$ cat src/rtl/rand_arbiter_pkg.sv
// Shared types and constants for the random-value arbiter and its LFSR.
package rand_arbiter_pkg;

    localparam int unsigned LFSR_W = 10;
    localparam int unsigned TAP_HI = 9;
    localparam int unsigned TAP_LO = 6;

    typedef enum logic [1:0] {
        StIdle,
        StSettle,
        StGrant
    } state_e;

endpackage

$ cat src/rtl/lfsr10.sv
// 10-bit XNOR Fibonacci LFSR; XNOR feedback makes all-zero the legal reset state
// and all-ones the lock-up state.
module lfsr10
    import rand_arbiter_pkg::*;
(
    input  logic              Clock,
    input  logic              Reset,
    input  logic              en,
    output logic [LFSR_W-1:0] q
);

    logic [LFSR_W-1:0] r_q;

    always_ff @(posedge Clock) begin
        if (Reset) begin
            r_q <= '0;
        end else if (en) begin
            r_q <= {r_q[LFSR_W-2:0], ~(r_q[TAP_HI] ^ r_q[TAP_LO])};
        end
    end

    assign q = r_q;

endmodule

$ cat src/rtl/rand_arbiter.sv
// Round-robin arbiter handing out LFSR values; the LFSR runs SETTLE cycles
// between the grant decision and the delivery of the captured value.
module rand_arbiter
    import rand_arbiter_pkg::*;
#(
    parameter int unsigned N_REQ  = 4,
    parameter int unsigned SETTLE = 10
) (
    input  logic              Clock,
    input  logic              Reset,
    input  logic [N_REQ-1:0]  req,
    output logic [N_REQ-1:0]  grant,
    output logic [LFSR_W-1:0] rnd,
    output logic              rnd_valid,
    output logic              busy,
    output logic [LFSR_W-1:0] lfsr_q
);

    localparam int unsigned      IDX_W    = $clog2(N_REQ);
    localparam int unsigned      CNT_W    = (SETTLE > 1) ? $clog2(SETTLE) : 1;
    localparam logic [IDX_W-1:0] LAST_RST = IDX_W'(N_REQ - 1);
    localparam logic [CNT_W-1:0] CNT_LOAD = CNT_W'(SETTLE - 1);

    state_e            r_state, w_state_d;
    logic [IDX_W-1:0]  r_winner, w_winner_d;
    logic [IDX_W-1:0]  r_last, w_last_d;
    logic [IDX_W-1:0]  w_pick;
    logic              w_found;
    logic [CNT_W-1:0]  r_cnt, w_cnt_d;
    logic [LFSR_W-1:0] r_rnd, w_rnd_d;
    logic [LFSR_W-1:0] w_lfsr;

    lfsr10 u_lfsr (
        .Clock (Clock),
        .Reset (Reset),
        .en    (1'b1),
        .q     (w_lfsr)
    );

    // Search starts just after the last served index and wraps.
    always_comb begin
        w_found = 1'b0;
        w_pick  = r_last;
        for (int unsigned i = 1; i <= N_REQ; i++) begin
            if (!w_found && req[IDX_W'((32'(r_last) + i) % N_REQ)]) begin
                w_found = 1'b1;
                w_pick  = IDX_W'((32'(r_last) + i) % N_REQ);
            end
        end
    end

    always_comb begin
        w_state_d  = r_state;
        w_winner_d = r_winner;
        w_last_d   = r_last;
        w_cnt_d    = r_cnt;
        w_rnd_d    = r_rnd;
        unique case (r_state)
            StIdle: begin
                if (w_found) begin
                    w_winner_d = w_pick;
                    w_cnt_d    = CNT_LOAD;
                    w_state_d  = StSettle;
                end
            end
            StSettle: begin
                if (!req[r_winner]) begin
                    w_state_d = StIdle;
                end else if (r_cnt == '0) begin
                    w_state_d = StGrant;
                    w_rnd_d   = w_lfsr;
                end else begin
                    w_cnt_d = r_cnt - CNT_W'(1);
                end
            end
            StGrant: begin
                w_last_d  = r_winner;
                w_state_d = StIdle;
            end
            default: w_state_d = StIdle;
        endcase
    end

    always_ff @(posedge Clock) begin
        if (Reset) begin
            r_state  <= StIdle;
            r_winner <= '0;
            r_last   <= LAST_RST;
            r_cnt    <= '0;
            r_rnd    <= '0;
        end else begin
            r_state  <= w_state_d;
            r_winner <= w_winner_d;
            r_last   <= w_last_d;
            r_cnt    <= w_cnt_d;
            r_rnd    <= w_rnd_d;
        end
    end

    always_comb begin
        grant = '0;
        if (r_state == StGrant) begin
            grant[r_winner] = 1'b1;
        end
    end

    assign rnd_valid = (r_state == StGrant);
    assign busy      = (r_state != StIdle);
    assign rnd       = r_rnd;
    assign lfsr_q    = w_lfsr;

endmodule

$ cat config.mk
export PLATFORM = sky130hd
export DESIGN_NAME = rand_arbiter
export DESIGN_NICKNAME = d
export VERILOG_FILES = /design/src/rtl/rand_arbiter_pkg.sv /design/src/rtl/lfsr10.sv /design/src/rtl/rand_arbiter.sv
export SDC_FILE = /design/constraint.sdc
export NUM_CORES = 1
export LEC_CHECK = 0
export CAP_MARGIN = 5
export CORE_MARGIN = 4
export CORE_UTILIZATION = 40
export CTS_BUF_LIST = sky130_fd_sc_hd__clkbuf_2
export DETAILED_ROUTE_END_ITERATION = 16
export HOLD_SLACK_MARGIN = 0.15
export PLACE_DENSITY = 0.81
export SKIP_CTS_REPAIR_TIMING = 1
export SYNTH_ARGS = -nofsm -noshare
export SYNTH_HDL_FRONTEND = slang
export SYNTH_SLANG_ARGS = --single-unit
export TNS_END_PERCENT = 1
$ cat constraint.sdc
create_clock -name Clock -period 1.7 [get_ports Clock]
set_clock_uncertainty 0.05 [all_clocks]
set_input_delay 0.255 -clock Clock [delete_from_list [all_inputs] [get_ports Clock]]
set_output_delay 0.255 -clock Clock [all_outputs]
set_load 0.005 [all_outputs]
**Word level (Yosys, flattened, before mapping)**

Index checks and enable logic that the tools add are counted.

- Add/subtract/negate cells: 5
- Multipliers: 0
- Div/mod/pow operators: 0
- Order comparisons: 6
- Eq/ne operators: 6
- Shift operators: 0
- Mux-type cells: 29
- Bitwise gates (word level): 2
- Reduce and logical (&&, ||, !) cells: 15

Operator list:

| cell | number |
|---|---|
| $mux 4 | 4 |
| $lt 2x3->1 const B | 5 |
| $mux 2 | 7 |
| $bmux 1 s2 | 5 |
| $mux 1 | 10 |
| $pmux 4 s2 | 1 |
| $ne 2x2->1 const B | 3 |
| $add 2x1->2 const B | 2 |
| $add 2x2->2 const B | 2 |
| $logic_and 1x1->1 | 4 |
| $logic_not 4->1 | 1 |
| $pmux 2 s2 | 1 |
| $reduce_and 2->1 | 2 |
| $reduce_and 4->1 | 1 |
| $reduce_bool 2->1 | 2 |
| $sub 4x1->4 const B | 1 |
| $logic_not 1->1 | 3 |
| $ne 3x3->1 const B | 1 |
| $reduce_and 3->1 | 1 |
| $demux 1 s2 | 1 |
| $eq 2x1->1 const B | 1 |
| $eq 2x2->1 const B | 1 |
| $ge 2x1->1 const B | 1 |
| $logic_not 2->1 | 1 |
| other kinds (2) | 2 |

- Register bits after elaboration: 30
- Bits in latches: 0
- RAM bits: 0
- Bits in read-only memories: 0
- Bits of input ports: 6
- Output and inout port bits: 26
- Word-level logic and storage cells: 69
- Memories: 0

**Longest topological paths before layout**

Gate-level depths: netlist of run 1.

- Depth in word-level cells: 15
- Gate-level depth with buffers: 7
- Depth with buffers taken out: 6

**By module**

A second synthesis of run 1 with hierarchy kept.

- Cell total of the unflattened synthesis: 154
- Area, all modules: 1346.3 sq um

Modules (own cells, without submodules):

| module | instances | cells an instance | area each (sq um) | sequential area each (sq um) |
|---|---|---|---|---|
| rand_arbiter | 1 | 120 | 963.4 | 400.4 |
| lfsr10 | 1 | 34 | 382.9 | 200.2 |

**Least setup slack after synthesis of run 1**

Ideal clock, no wire load.

- Path type: register -> register
- Start: register r_cnt[0]
- End: register r_rnd[0], in the netlist rnd[0]
- Setup time: 0.121 ns
- Arrival time: 1.615 ns
- Data required time: 1.529 ns
- Path slack: -0.087 ns
- Stages on the path, launching flop included: 8
- Path buffers: 2
- Period minus slack after synthesis: 1.787 ns
- Cells stage by stage: dfxtp_1 inv_1 ha_1 or3b_1 clkbuf_1 nand2b_1 buf_6 mux2_4

- Cells in the longest elaborated chain, start to end: 2

Ends and longest elaborated chain:

| what | line | source |
|---|---|---|
| start, declared | rand_arbiter.sv:29 | `logic [CNT_W-1:0] r_cnt, w_cnt_d;` |
| start signal, assigned | rand_arbiter.sv:95 | `r_cnt <= w_cnt_d;` |
| $logic_not 4->1 | rand_arbiter.sv:69 | `end else if (r_cnt == '0) begin` |
| $reduce_and 3->1 (no source line) | -- |  |
| end signal, assigned | rand_arbiter.sv:96 | `r_rnd <= w_rnd_d;` |
| end, declared | rand_arbiter.sv:30 | `logic [LFSR_W-1:0] r_rnd, w_rnd_d;` |

No other way between the ends.
A chain may end at the register's enable or synchronous reset.

**Worst setup path after layout of run 1**

- Start: register r_state[0]
- End: output busy

- Cells in the longest elaborated chain, start to end: 1

Ends and longest elaborated chain:

| what | line | source |
|---|---|---|
| start, declared | rand_arbiter.sv:24 | `state_e r_state, w_state_d;` |
| start signal, assigned | rand_arbiter.sv:86 | `r_state <= StIdle;` |
| start signal, assigned | rand_arbiter.sv:92 | `r_state <= w_state_d;` |
| $reduce_bool 2->1 | rand_arbiter.sv:108 | `assign busy = (r_state != StIdle);` |
| end, declared | rand_arbiter.sv:15 | `output logic busy,` |

No other way between the ends.

==> impl_metrics.toml, run 1 <==
[floorplan]
die_area_sq_um = 4254
core_area_sq_um = 3103
die_h_um = 65.23
die_x_um = 65.23
initial_core_util_pct = 42.22
row_count = 20
io_pins = 32

[critical_path]
cp_data_required_time_ps = 1390
crit_type = "flop to output pin"
path_max_fanout = 5
start_kind = "flop"
cp_data_arrival_time_ps = 1460
crit_path_end_kind = "output pin"

[yosys]
avgSynthCellArea_sq_um = 10.08
syn_inst = 130
synth-seq-cells = 30
yosysSeqAreaShare_pct = 45.85
synth_cell_types = 38
syn-num-nets = 138
ys_warn_count = 0
synth_area_sq_um = 1310

[pwr]
power_mw = 1.354
power.density_nw_per_um2 = 729.9
power_leakage_nw = 0.8507
pwr-share-comb_pct = 19.5
swShare_pct = 28.30
clkPwrFrac_pct = 25.0
power_frac_seq_pct = 55.6
ir_drop_v = 0.0005263
power.internal_mw = 0.9710
net-switching-power_mw = 0.3833

[detailed_routing]
routed_via_density = 4.885
drt.antenna.violating_nets = 0
drc = 0
wl_per_cell_um = 14.26
routed_wl_mm = 3.094
first_pass_iters = 4
num_vias = 1060
initialDrtViolationCount = 29

[sta]
timing.final.crit_share_pct = 104.1
rsz0062_at_grt = "true"
setup_violations = 2
tightestPinTransition_ps = 397.8
fin_setup_tns_ps = -87.35
slew_headroom_pct = 72.72
drv_slew = 0
fmax_mhz = 565.2
finalWorstPathRequiredPeriod_ps = 1769
hold_violations = 0
fin_ws_ps = -69.28

[global_routing]
grt_pass1_vias = 1212
track_usage_pct = 15.59
overflow = 0
grt_max_degree = 30
grt_pass1_wl_mm = 5.223
antenna_found_initial = 0

[min_path]
hp-class = "flop to flop"

[layout]
diodes = 0
nNetsFinal = 180
drive_gt1_share_pct = 27.17
layout_commonest_cell = "clkdlybuf4s50_1"
nFillCells = 285
syn_to_final_growth_pct = 41.64
final_cell_mix = "26 x clkdlybuf4s50_1, 23 x dfxtp_1, 19 x nor2b_1"

[outcome]
status = "finished, violations left"
violations = "setup timing"

[place]
place_congestion = 0.7110
hpwl_mm = 2.159
port_buffers = 31

[cts]
clkLatencyLatePin_ps = 350
root_buffer = "clkbuf_2"
cts_max_level = 2
path_clk_slew_ps = 160
cts_buffers = 5
cts_tree = "done"
cts_sinks = 30
clockBufferDepth = 2

[job]
maxCapViolCount = 0
-- power groups by stage --
stage	Combinational, mW	Sequential (mW)	Clock [mW]
floorplan	0.153	0.759	0
finish	0.264	0.753	0.338
global route	0.289	0.756	0.392
CTS	0.240	0.750	0.349
global placement	0.228	0.763	0
detailed placement	0.239	0.765	0
-- synthesized netlist by cell type, drive strengths merged --
cell | count | area (sq um)
xor2 | 1 | 8.760
a211oi | 1 | 7.510
a21oi | 8 | 40.04
nor3b | 1 | 7.510
a2bb2oi | 1 | 8.760
or3 | 1 | 6.260
o22a | 1 | 17.52
nor3 | 2 | 10.01
or3b | 3 | 28.78
o21ai | 1 | 5.000
nand3 | 1 | 5.000
and3 | 1 | 6.260
o21a | 1 | 7.510
nand2 | 8 | 30.03
or4 | 2 | 15.01
o41ai | 1 | 8.760
nor2 | 6 | 22.52
and3b | 1 | 8.760
clkbuf | 4 | 15.01
mux2i | 2 | 20.02
buf | 2 | 16.26
nand3b | 4 | 30.03
nor2b | 19 | 118.9
nand2b | 2 | 12.51
a31oi | 1 | 6.260
o221ai | 1 | 8.760
o211ai | 1 | 7.510
dfxtp | 30 | 600.6
inv | 7 | 26.28
a21boi | 1 | 7.510
o22ai | 2 | 18.77
nand4b | 1 | 8.760
ha | 2 | 25.02
a311oi | 1 | 8.760
mux2 | 9 | 135.1
-- stage by stage --
stage	setup slack, ps	area [sq um]	cells	hold WS (ps)	utilization (%)
after global placement	-179.3	1747	208	413.8	56.29
after floorplan	-26.49	1346	130	406.2	-
after global routing	-194.2	1856	217	437.9	59.80
after detailed placement	-214.6	1747	208	424.1	56.29
final	-69.28	1856	217	423.9	59.80
after CTS	-378.0	1785	216	434.0	57.54
-- kinds of logic after synthesis --
group                      Yosys count  synth area share, %
muxes                               11                11.84
and+or+nand+nor                     52                23.69
xor gates and xnor gates             1               0.6687
DFF                                 30                45.85
buffers and inverters               13                4.393
adders and majority gates            2                1.910
AOI/OAI and AO/OA                   21                11.65
-- path summary, 6_finish.rpt --
check	startpoint	to	slack, ps	depth (start not counted)
worst max register to register	r_cnt[0]	rnd[9]	-20	6
worst max-delay path	r_state[0]	busy	-70	4
worst min-delay path	u_lfsr.q[8]	u_lfsr.q[9]	420	1
worst min register to register	u_lfsr.q[8]	u_lfsr.q[9]	420	1
-- worst max-delay path, stage by stage, from the launching register on --
cell	delay [ps]
dfxtp_4	380
buf_4	140
nor2_4	120
inv_1	50
clkdlybuf4s50_1	430
-- state kept, by name, summed over array words and instances (netlist names) --
| name | cells |
|---|---|
| u_lfsr.q | 10 |
| rnd | 10 |
| r_winner | 2 |
| r_state | 2 |
| r_last | 2 |
| r_cnt | 4 |
-- per-layer routing --
metal	part of all wire (%)	up-vias	GRT usage [%]
met5	0	-	0
met4	0.81	0	6.218
met3	6.7	2	5.812
met2	48	37	26.17
met1	44	493	17.82
li1	-	528	-
-- final cells by class --
class / count / area, sq um / share of cell area [%]
Clock buffer: 6 / 30.03 / 1.618
Clock inverter: 2 / 8.758 / 0.4720
Inverter: 7 / 26.28 / 1.416
Multi-Input combinational cell: 87 / 710.7 / 38.30
Sequential cell: 30 / 614.3 / 33.11
Tap cell: 44 / 55.05 / 2.967
Timing Repair Buffer: 41 / 410.4 / 22.12
No activity file was read; power rests on OpenSTA's default activity.
==> run 2, diff against run 1 <==
- SLEW_MARGIN: not set -> 25
==> results of run 2 <==
Same layout as run 1: the final DEF is identical, and so are final timing and power.
